## src/rtl/sprite_pkg.sv

```systemverilog
// Shared sprite constants and the coordinate-to-address helper for the heart ROM.
package sprite_pkg;

    localparam int HEART_W      = 50;
    localparam int HEART_H      = 50;
    localparam int HEART_ADDR_W = 12;
    localparam int PAL_W        = 3;

    localparam logic [PAL_W-1:0] PAL_TRANSPARENT = 3'd0;

    // Row-major linear address; with w=50 a synthesiser reduces y*w to (y<<5)+(y<<4)+(y<<1).
    function automatic logic [HEART_ADDR_W-1:0] sprite_addr(input logic [5:0] x,
                                                            input logic [5:0] y,
                                                            input int w);
        return HEART_ADDR_W'(32'(y) * 32'(w) + 32'(x));
    endfunction

endpackage

```

## src/rtl/heart_rom_arbiter_rom.sv

```systemverilog
// Heart sprite ROM, 50x50 pixels of 3-bit palette indices with an asynchronous read.
// The image is two round lobes over a tapering point, with a small highlight on the left lobe.
module heart_rom_arbiter_rom
    import sprite_pkg::*;
#(
    parameter int ADDR_W = HEART_ADDR_W,
    parameter int DATA_W = PAL_W
) (
    input  logic [ADDR_W-1:0] addr,
    output logic [DATA_W-1:0] data
);

    localparam int L_CX     = 13;
    localparam int R_CX     = 36;
    localparam int LOBE_CY  = 13;
    localparam int LOBE_R2  = 169;
    localparam int HL_CX    = 12;
    localparam int HL_CY    = 10;
    localparam int HL_R2    = 9;
    localparam int TIP_Y    = 47;
    localparam int PAL_FILL = 2;
    localparam int PAL_SHINE = 3;

    int   row;
    int   col;
    int   dl;
    int   dr;
    int   dh;
    int   dmid;
    logic in_lobe;
    logic in_tri;
    logic in_hl;

    // Addresses past the last pixel decode to rows >= HEART_H and read as transparent.
    always_comb begin
        row  = int'(addr) / HEART_W;
        col  = int'(addr) - row * HEART_W;
        dl   = (col - L_CX) * (col - L_CX) + (row - LOBE_CY) * (row - LOBE_CY);
        dr   = (col - R_CX) * (col - R_CX) + (row - LOBE_CY) * (row - LOBE_CY);
        dh   = (col - HL_CX) * (col - HL_CX) + (row - HL_CY) * (row - HL_CY);
        dmid = 2 * col - (HEART_W - 1);
        if (dmid < 0) begin
            dmid = -dmid;
        end
        in_lobe = (dl <= LOBE_R2) || (dr <= LOBE_R2);
        in_tri  = (row >= LOBE_CY) && (dmid <= 2 * (TIP_Y - row));
        in_hl   = (dh <= HL_R2);
        data    = '0;
        if (row < HEART_H) begin
            if (in_lobe && in_hl) begin
                data = DATA_W'(PAL_SHINE);
            end else if (in_lobe || in_tri) begin
                data = DATA_W'(PAL_FILL);
            end
        end
    end

endmodule

```

## src/rtl/heart_rom_arbiter.sv

```systemverilog
// Round-robin arbiter sharing the heart sprite ROM between several requesters.
// A grant in cycle T returns the palette index, tagged with the requester ID, in cycle T+2.
module heart_rom_arbiter
    import sprite_pkg::*;
#(
    parameter int N_REQ    = 4,
    parameter int SPRITE_W = HEART_W,
    parameter int SPRITE_H = HEART_H,
    parameter int ADDR_W   = HEART_ADDR_W,
    parameter int DATA_W   = PAL_W,
    localparam int ID_W    = $clog2(N_REQ)
) (
    input  logic                Clk,
    input  logic                Reset_n,
    input  logic [N_REQ-1:0]    req,
    input  logic [N_REQ*6-1:0]  req_x,
    input  logic [N_REQ*6-1:0]  req_y,
    output logic [N_REQ-1:0]    gnt,
    output logic                rsp_valid,
    output logic [ID_W-1:0]     rsp_id,
    output logic [DATA_W-1:0]   rsp_data,
    output logic                rsp_oob
);

    logic [ID_W-1:0]   ptr_q, ptr_d;
    logic [N_REQ-1:0]  rot_req;
    logic              any_req;
    logic [ID_W-1:0]   pick_idx;
    logic [ID_W-1:0]   gnt_idx;
    logic [5:0]        sel_x;
    logic [5:0]        sel_y;
    logic              sel_oob;

    logic              s1_valid_q, s1_valid_d;
    logic [ID_W-1:0]   s1_id_q, s1_id_d;
    logic [ADDR_W-1:0] s1_addr_q, s1_addr_d;
    logic              s1_oob_q, s1_oob_d;

    logic              rsp_valid_q, rsp_valid_d;
    logic [ID_W-1:0]   rsp_id_q, rsp_id_d;
    logic [DATA_W-1:0] rsp_data_q, rsp_data_d;
    logic              rsp_oob_q, rsp_oob_d;

    logic [DATA_W-1:0] rom_data;

    // Rotate so ptr sits at bit 0, take the lowest set bit, then rotate the index back.
    always_comb begin
        rot_req  = '0;
        any_req  = 1'b0;
        pick_idx = '0;
        gnt      = '0;
        for (int i = 0; i < N_REQ; i++) begin
            rot_req[i] = req[ID_W'((i + int'(ptr_q)) % N_REQ)];
        end
        for (int i = N_REQ - 1; i >= 0; i--) begin
            if (rot_req[i]) begin
                any_req  = 1'b1;
                pick_idx = ID_W'(i);
            end
        end
        gnt_idx = ID_W'((int'(pick_idx) + int'(ptr_q)) % N_REQ);
        if (any_req) begin
            gnt[gnt_idx] = 1'b1;
        end
        ptr_d = any_req ? ID_W'((int'(gnt_idx) + 1) % N_REQ) : ptr_q;
    end

    // Out-of-range coordinates still occupy a slot but read address 0 and come back transparent.
    always_comb begin
        sel_x       = req_x[int'(gnt_idx) * 6 +: 6];
        sel_y       = req_y[int'(gnt_idx) * 6 +: 6];
        sel_oob     = (32'(sel_x) >= SPRITE_W) || (32'(sel_y) >= SPRITE_H);

        s1_valid_d  = any_req;
        s1_id_d     = any_req ? gnt_idx : s1_id_q;
        s1_addr_d   = s1_addr_q;
        s1_oob_d    = s1_oob_q;
        if (any_req) begin
            s1_addr_d = sel_oob ? '0 : ADDR_W'(sprite_addr(sel_x, sel_y, SPRITE_W));
            s1_oob_d  = sel_oob;
        end

        rsp_valid_d = s1_valid_q;
        rsp_id_d    = s1_valid_q ? s1_id_q : rsp_id_q;
        rsp_oob_d   = s1_valid_q ? s1_oob_q : rsp_oob_q;
        rsp_data_d  = rsp_data_q;
        if (s1_valid_q) begin
            rsp_data_d = s1_oob_q ? DATA_W'(PAL_TRANSPARENT) : rom_data;
        end
    end

    always_ff @(posedge Clk or negedge Reset_n) begin
        if (!Reset_n) begin
            ptr_q       <= '0;
            s1_valid_q  <= 1'b0;
            s1_id_q     <= '0;
            s1_addr_q   <= '0;
            s1_oob_q    <= 1'b0;
            rsp_valid_q <= 1'b0;
            rsp_id_q    <= '0;
            rsp_data_q  <= '0;
            rsp_oob_q   <= 1'b0;
        end else begin
            ptr_q       <= ptr_d;
            s1_valid_q  <= s1_valid_d;
            s1_id_q     <= s1_id_d;
            s1_addr_q   <= s1_addr_d;
            s1_oob_q    <= s1_oob_d;
            rsp_valid_q <= rsp_valid_d;
            rsp_id_q    <= rsp_id_d;
            rsp_data_q  <= rsp_data_d;
            rsp_oob_q   <= rsp_oob_d;
        end
    end

    heart_rom_arbiter_rom #(
        .ADDR_W (ADDR_W),
        .DATA_W (DATA_W)
    ) u_rom (
        .addr (s1_addr_q),
        .data (rom_data)
    );

    assign rsp_valid = rsp_valid_q;
    assign rsp_id    = rsp_id_q;
    assign rsp_data  = rsp_data_q;
    assign rsp_oob   = rsp_oob_q;

endmodule

```

## config.mk

```make
export PLATFORM = sky130hd
export DESIGN_NAME = heart_rom_arbiter
export DESIGN_NICKNAME = d
export VERILOG_FILES = /design/src/rtl/sprite_pkg.sv /design/src/rtl/heart_rom_arbiter_rom.sv /design/src/rtl/heart_rom_arbiter.sv
export SDC_FILE = /design/constraint.sdc
export NUM_CORES = 1
export LEC_CHECK = 0
export CORE_MARGIN = 2
export CORE_UTILIZATION = 40
export DETAILED_ROUTE_END_ITERATION = 8
export GPL_TIMING_DRIVEN = 0
export PLACE_DENSITY_LB_ADDON = 0.2
export SYNTH_ARGS = -nofsm -noshare
export SYNTH_HDL_FRONTEND = slang
export SYNTH_SLANG_ARGS = --single-unit
```

## constraint.sdc

```tcl
create_clock -name Clk -period 46.5 [get_ports Clk]
set_input_delay 9.3 -clock Clk [delete_from_list [all_inputs] [get_ports Clk]]
set_output_delay 9.3 -clock Clk [all_outputs]
set_load 0.05 [all_outputs]
```

Word level (Yosys, flattened, before mapping):

Cells that the tools add are included.

* bits in registers: 25
* bits in latches: 0
* RAM bits: 0
* memory bits (read-only): 0
* bits of input ports: 54
* output and inout port bits: 11
* word-level logic and storage cells: 88
* memories kept: 0

* add/subtract/negate cells: 18
* multipliers: 8
* divide/modulo/power cells: 1
* $lt $le $gt $ge: 15
* equality and inequality tests: 0
* shift-type cells: 2
* muxes and demuxes: 29
* bitwise operators: 0
* reduce and logical (&&, ||, !) cells: 6

Operator list (count)
* $mul 32x32->32: 5
* $sub 32x5->32 const B: 4
* $add 32x32->32: 3
* $le 32x9->1 const B: 2
* $sub 32x7->32 const B: 2
* $div 13x7->32 const B: 1
* $ge 32x5->1 const B: 1
* $le 32x32->1: 1
* $le 32x5->1 const B: 1
* $lt 32x1->1 const B: 1
* $lt 32x7->1 const B: 1
* $mul 32x6->31 const B: 1
* $mux 32: 1
* $neg 32->32: 1
* $shiftx 24x32->6: 1
* $sub 13x32->32: 1
* $sub 7x31->31 const A: 1
* $shiftx 24x6->6: 1
* $lt 2x4->1 const B: 4
* $mux 1: 13
* $add 12x6->12: 1
* $ge 6x6->1 const B: 2
* $mux 12: 1
* $mul 6x5->11 const B: 1
* other kinds (14): 28

Logic depth before layout (Yosys ltp):

* word-level depth: 14
* mapped depth: 98
* mapped depth without buffers: 95

Cells and area by module:

A second synthesis with hierarchy kept.

* cells, all modules: 7769
* area, all modules: 71279.6 um^2

Modules (own cells, without submodules)
* heart_rom_arbiter_rom: instances 1, cells each 7492, area an instance 68679.6 um^2, sequential area each 0.0 um^2
* heart_rom_arbiter: instances 1, cells each 277, area an instance 2600.0 um^2, sequential area each 625.6 um^2

Worst setup path after synthesis:

Ideal clock, no wire load.

* kind: input -> output
* from: input port req[3]
* to: output port gnt[0]
* arrival: 11.862 ns
* data required time: 37.200 ns
* slack: 25.338 ns
* stages: 12
* buffers on the path: 1
* path through: inv_1 > nor2_1 > a21oi_1 > nor2_1 > a211oi_1 > a21oi_1 > ha_1 > xnor2_1 > xnor2_1 > clkbuf_1 > ha_1 > nor2b_1

* longest elaborated chain between the ends: 13
* elaborated cells between the ends (all ways): 27
* those cells by class: add/sub: 1; order compare: 2; mux: 23; reduce/logical: 1

RTL lines
* from (decl): RTL line heart_rom_arbiter.sv:15 `input logic [N_REQ-1:0] req,`
* $bmux 1 s2: RTL line heart_rom_arbiter.sv:53 `rot_req[i] = req[ID_W'((i + int'(ptr_q)) % N_REQ)];`
* $mux 1 (not written as such) (2 in a row): RTL line heart_rom_arbiter.sv:53
* $mux 2 (4 in a row): RTL line heart_rom_arbiter.sv:56 `if (rot_req[i]) begin`
* $add 2x2->2: RTL line heart_rom_arbiter.sv:61 `gnt_idx = ID_W'((int'(pick_idx) + int'(ptr_q)) % N_REQ);`
* $lt 2x3->1 (not written as such) / $ge 2x1->1 (equally long branches): RTL line heart_rom_arbiter.sv:63 `gnt[gnt_idx] = 1'b1;`
* $logic_and 1x1->1 (not written as such): RTL line heart_rom_arbiter.sv:63
* $mux 1 (not written as such): RTL line heart_rom_arbiter.sv:63
* $demux 1 s2: RTL line heart_rom_arbiter.sv:63
* $mux 4 (*): RTL line heart_rom_arbiter.sv:62 `if (any_req) begin`
* to (decl): RTL line heart_rom_arbiter.sv:18 `output logic [N_REQ-1:0] gnt,`

Mark *: on every way between the ends. The rest lies on a longest branch, timed or not. The select of a mux whose other input is x is not followed.

Final worst setup path:

* from: register s1_addr_q[9]
* to: register rsp_data_q[0], in the netlist rsp_data[0]

* longest elaborated chain between the ends: 12
* elaborated cells between the ends (all ways): 25
* those cells by class: add/sub: 9; mul: 6; div: 1; order compare: 4; mux: 3; reduce/logical: 2

RTL lines
* from (decl): RTL line heart_rom_arbiter.sv:36 `logic [ADDR_W-1:0] s1_addr_q, s1_addr_d;`
* from (signal assigned): RTL line heart_rom_arbiter.sv:107 `s1_addr_q <= s1_addr_d;`
* $div 13x7->32: RTL line heart_rom_arbiter_rom.sv:36 `row = int'(addr) / HEART_W;`
* $mul 32x6->31: RTL line heart_rom_arbiter_rom.sv:37 `col = int'(addr) - row * HEART_W;`
* $sub 13x32->32: RTL line heart_rom_arbiter_rom.sv:37
* $sub 32x5->32 / $sub 32x7->32 (equally long branches): RTL line heart_rom_arbiter_rom.sv:38, heart_rom_arbiter_rom.sv:39
* $mul 32x32->32 (on tied branches): RTL line heart_rom_arbiter_rom.sv:38, heart_rom_arbiter_rom.sv:39
* $add 32x32->32 (on tied branches): RTL line heart_rom_arbiter_rom.sv:38, heart_rom_arbiter_rom.sv:39
* $le 32x9->1: RTL line heart_rom_arbiter_rom.sv:45 `in_lobe = (dl <= LOBE_R2) || (dr <= LOBE_R2);`
* $logic_or 1x1->1: RTL line heart_rom_arbiter_rom.sv:45
* $logic_and 1x1->1: RTL line heart_rom_arbiter_rom.sv:50 `if (in_lobe && in_hl) begin`
* $mux 3: RTL line heart_rom_arbiter_rom.sv:50
* $mux 3 (*): RTL line heart_rom_arbiter_rom.sv:49 `if (row < HEART_H) begin`
* $mux 3 (*): RTL line heart_rom_arbiter.sv:88 `rsp_data_d = s1_oob_q ? DATA_W'(PAL_TRANSPARENT) : rom_data;`
* to (signal assigned): RTL line heart_rom_arbiter.sv:111 `rsp_data_q <= rsp_data_d;`
* to (decl): RTL line heart_rom_arbiter.sv:41 `logic [DATA_W-1:0] rsp_data_q, rsp_data_d;`

Mark *: on every way between the ends. The rest lies on a longest branch, timed or not.
A chain may end at the register's enable or synchronous reset.

==> reports/metrics.yaml <==
status: "completed"
wl_per_cell_um: 21.1
dieWidth_um: 423
slowest_delay_ps: 940
endpoint_kind: "flip-flop"
grt_util_met2_pct: 38.8
cts_root_buffer: "clkbuf_16"
layout_min_cycle_time_ps: 27400
nets: 10418
syn-cell-area_um2: 70300
grt_pass1_vias: 53421
cp_data_arrival_time_ps: 27610
synthFlopType: "dfrtp_1"
cp-start-kind: "flip-flop"
cts_tree: "done"
ys_warn_count: 0
fin_worst_skew_ps: 8.93
clk_pin_slew_ps: 80
area_growth_pct: 5.34
fill_cells: 17439
gp_congestion: 0.906
drv_slew: 0
vias_per_cell: 4.84
core_um2: 174000
io-pin-count: 65
synth_most_common_cell: "inv_1"
finalSetupViolCount: 0
netlist_top_cells_area: "fa_1 52%, inv_1 15%, ha_1 15%"
worst_slew_pin_slew_ps: 1460
antenna_found_initial: 5
worst_slack_ps: 19100
synth_enable_flop_cells: 0
critical_path_class: "flip-flop to flip-flop"
syn_inst: 7631
timing_hold_violations_final: 0
vias: 48543
drt-initial-drc-count: 3058
final_cell_area_um2: 74100
relSlewSlack_pct: 1.97
dp_slack_ps: 18670
grtUsageTotal_pct: 24.4
critPathBufInv: 18
cp_max_fo: 13
clock_latency_ps: 280
cpMostUsedCell: "fa_1"
grt_use_met3_pct: 3.05
yosysTopAreaCell: "fa_1"
htreeDepth: 1
dpl.hpwl_um: 190000
fmax_mhz: 36.5
cts_resized: 0
start_util_pct: 40.4
ys_types: 101
cp.required_ps: 46710
die_area_um2: 179000
grt_pass1_wl_um: 329000
cts_buffer_depth: 2
rsz0062_at_grt: "false"
register_area_um2: 601
period_share_pct: 58.9
die_y_um: 423
rows: 153
overflow: 0
synth_seq_cells: 24
async_reset_ff_share_pct: 100
critPathTopFamily: "adder cells"
cp_slowest_cell: "nor2_1"
seq_area_frac_synth_pct: 0.854
synth_top_area_share_pct: 52.2
cts.sinks: 24
firstDrtPassIters: 6
postRouteAntennaNets: 0
multiInputGateArea_um2: 58800
avgSynthCellArea_um2: 9.21
use_met1_pct: 35.6
cts_hold_buf: 0
synth_common_cells: "2764 x inv_1, 1833 x fa_1, 827 x ha_1"
drive_gt1_share_pct: 1.43
cts_setup_buffers: 0
grt.busiest_layer: "met2"
postRouteWirelength_um: 211000
placedInstanceArea_um2: 73900
cts_made_buffers: 3
hold_path_class: "flip-flop to flip-flop"
port_buffers: 62
grt_max_degree: 25
fin_setup_tns_ps: 0
max_cap_viol_count: 0
drc: 0
final_util_pct: 42.5
## final cells by class
cell class,count,area share [%]
repair buffers,67,0.899
inverters,2789,14.1
diodes,2,0.00676
multi-input cells,4676,79.3
clock inverters,1,0.0405
well taps,2325,3.93
plain buffers,143,0.757
flip-flops and latches,24,0.811
clock buffers,3,0.101
## path summary, 6_finish.rpt
kind / cells past startpoint / slack [ps] / start / endpoint
worst min-delay path: 2 / 480 / s1_id_q[0] / s1_id_q[0]
min in group asynchronous: 1 / 9040 / Reset_n / s1_id_q[0]
max in group asynchronous: 1 / 37020 / Reset_n / ptr_q[0]
worst min register to register: 2 / 480 / s1_id_q[0] / s1_id_q[0]
worst max register to register: 95 / 19100 / s1_addr_q[9] / rsp_data[0]
worst max-delay path: 95 / 19100 / s1_addr_q[9] / rsp_data[0]
## cells in the final DEF, fill, tap and decap left out, drive strengths merged, types with 8 or more instances in the layout
cell / n
mux2: 8
mux4: 12
nor2: 381
o22ai: 8
a211oi: 9
nand3b: 8
mux2i: 10
a21oi: 120
nor2b: 24
nand3: 33
or3: 19
clkinv: 19
nor3b: 8
nand2b: 62
or2: 28
o21bai: 14
xor2: 86
clkbuf: 126
xnor2: 250
o21ai: 113
a21boi: 20
inv: 2770
o211ai: 9
nand2: 528
a2111oi: 9
a31oi: 10
buf: 26
dfrtp: 24
nor3: 50
and2: 22
o21a: 24
clkdlybuf4s50: 61
a21o: 39
nand4: 15
fa: 1833
ha: 827
## flip-flops by register name, indices dropped and copies added (netlist names)
signal       count
rsp_valid        1
rsp_oob          1
ptr_q            2
s1_oob_q         1
rsp_id           2
rsp_data         2
rsp_valid_d      1
s1_addr_q       12
s1_id_q          2
## per-layer routing
metal / wire (µm) / vias up
li1: - / 21847
met1: 96800 / 25055
met2: 96300 / 1390
met3: 12400 / 247
met4: 5690 / 4
met5: 27 / -
## worst min-delay path: cells and delay by family, from the launching register on
kind             cells  cell delay (ps)
flip-flops           1              350
AO/OA/AOI/OAI        1               60
AND/OR/NAND/NOR      1               50
## cell families after synthesis
family,synth area share (%)
AO/OA/AOI/OAI,4.13
XOR/XNOR,4.25
adder cells (fa/ha/maj),66.9
buffers and inverters,15.7
flip-flops,0.854
multiplexers,0.655
other,0.00533
AND/OR/NAND/NOR,7.47
## stage by stage
stage	hold WS [ps]	cells
5_1_grt	507	10028
4_1_cts	493	10027
3_3_place_gp	470	10019
3_5_place_dp	474	10023
2_1_floorplan	435	7632
6_report	483	10030
Power is not shown: default switching activity piles up to over one toggle a cycle in this logic, so the estimate is an artifact.
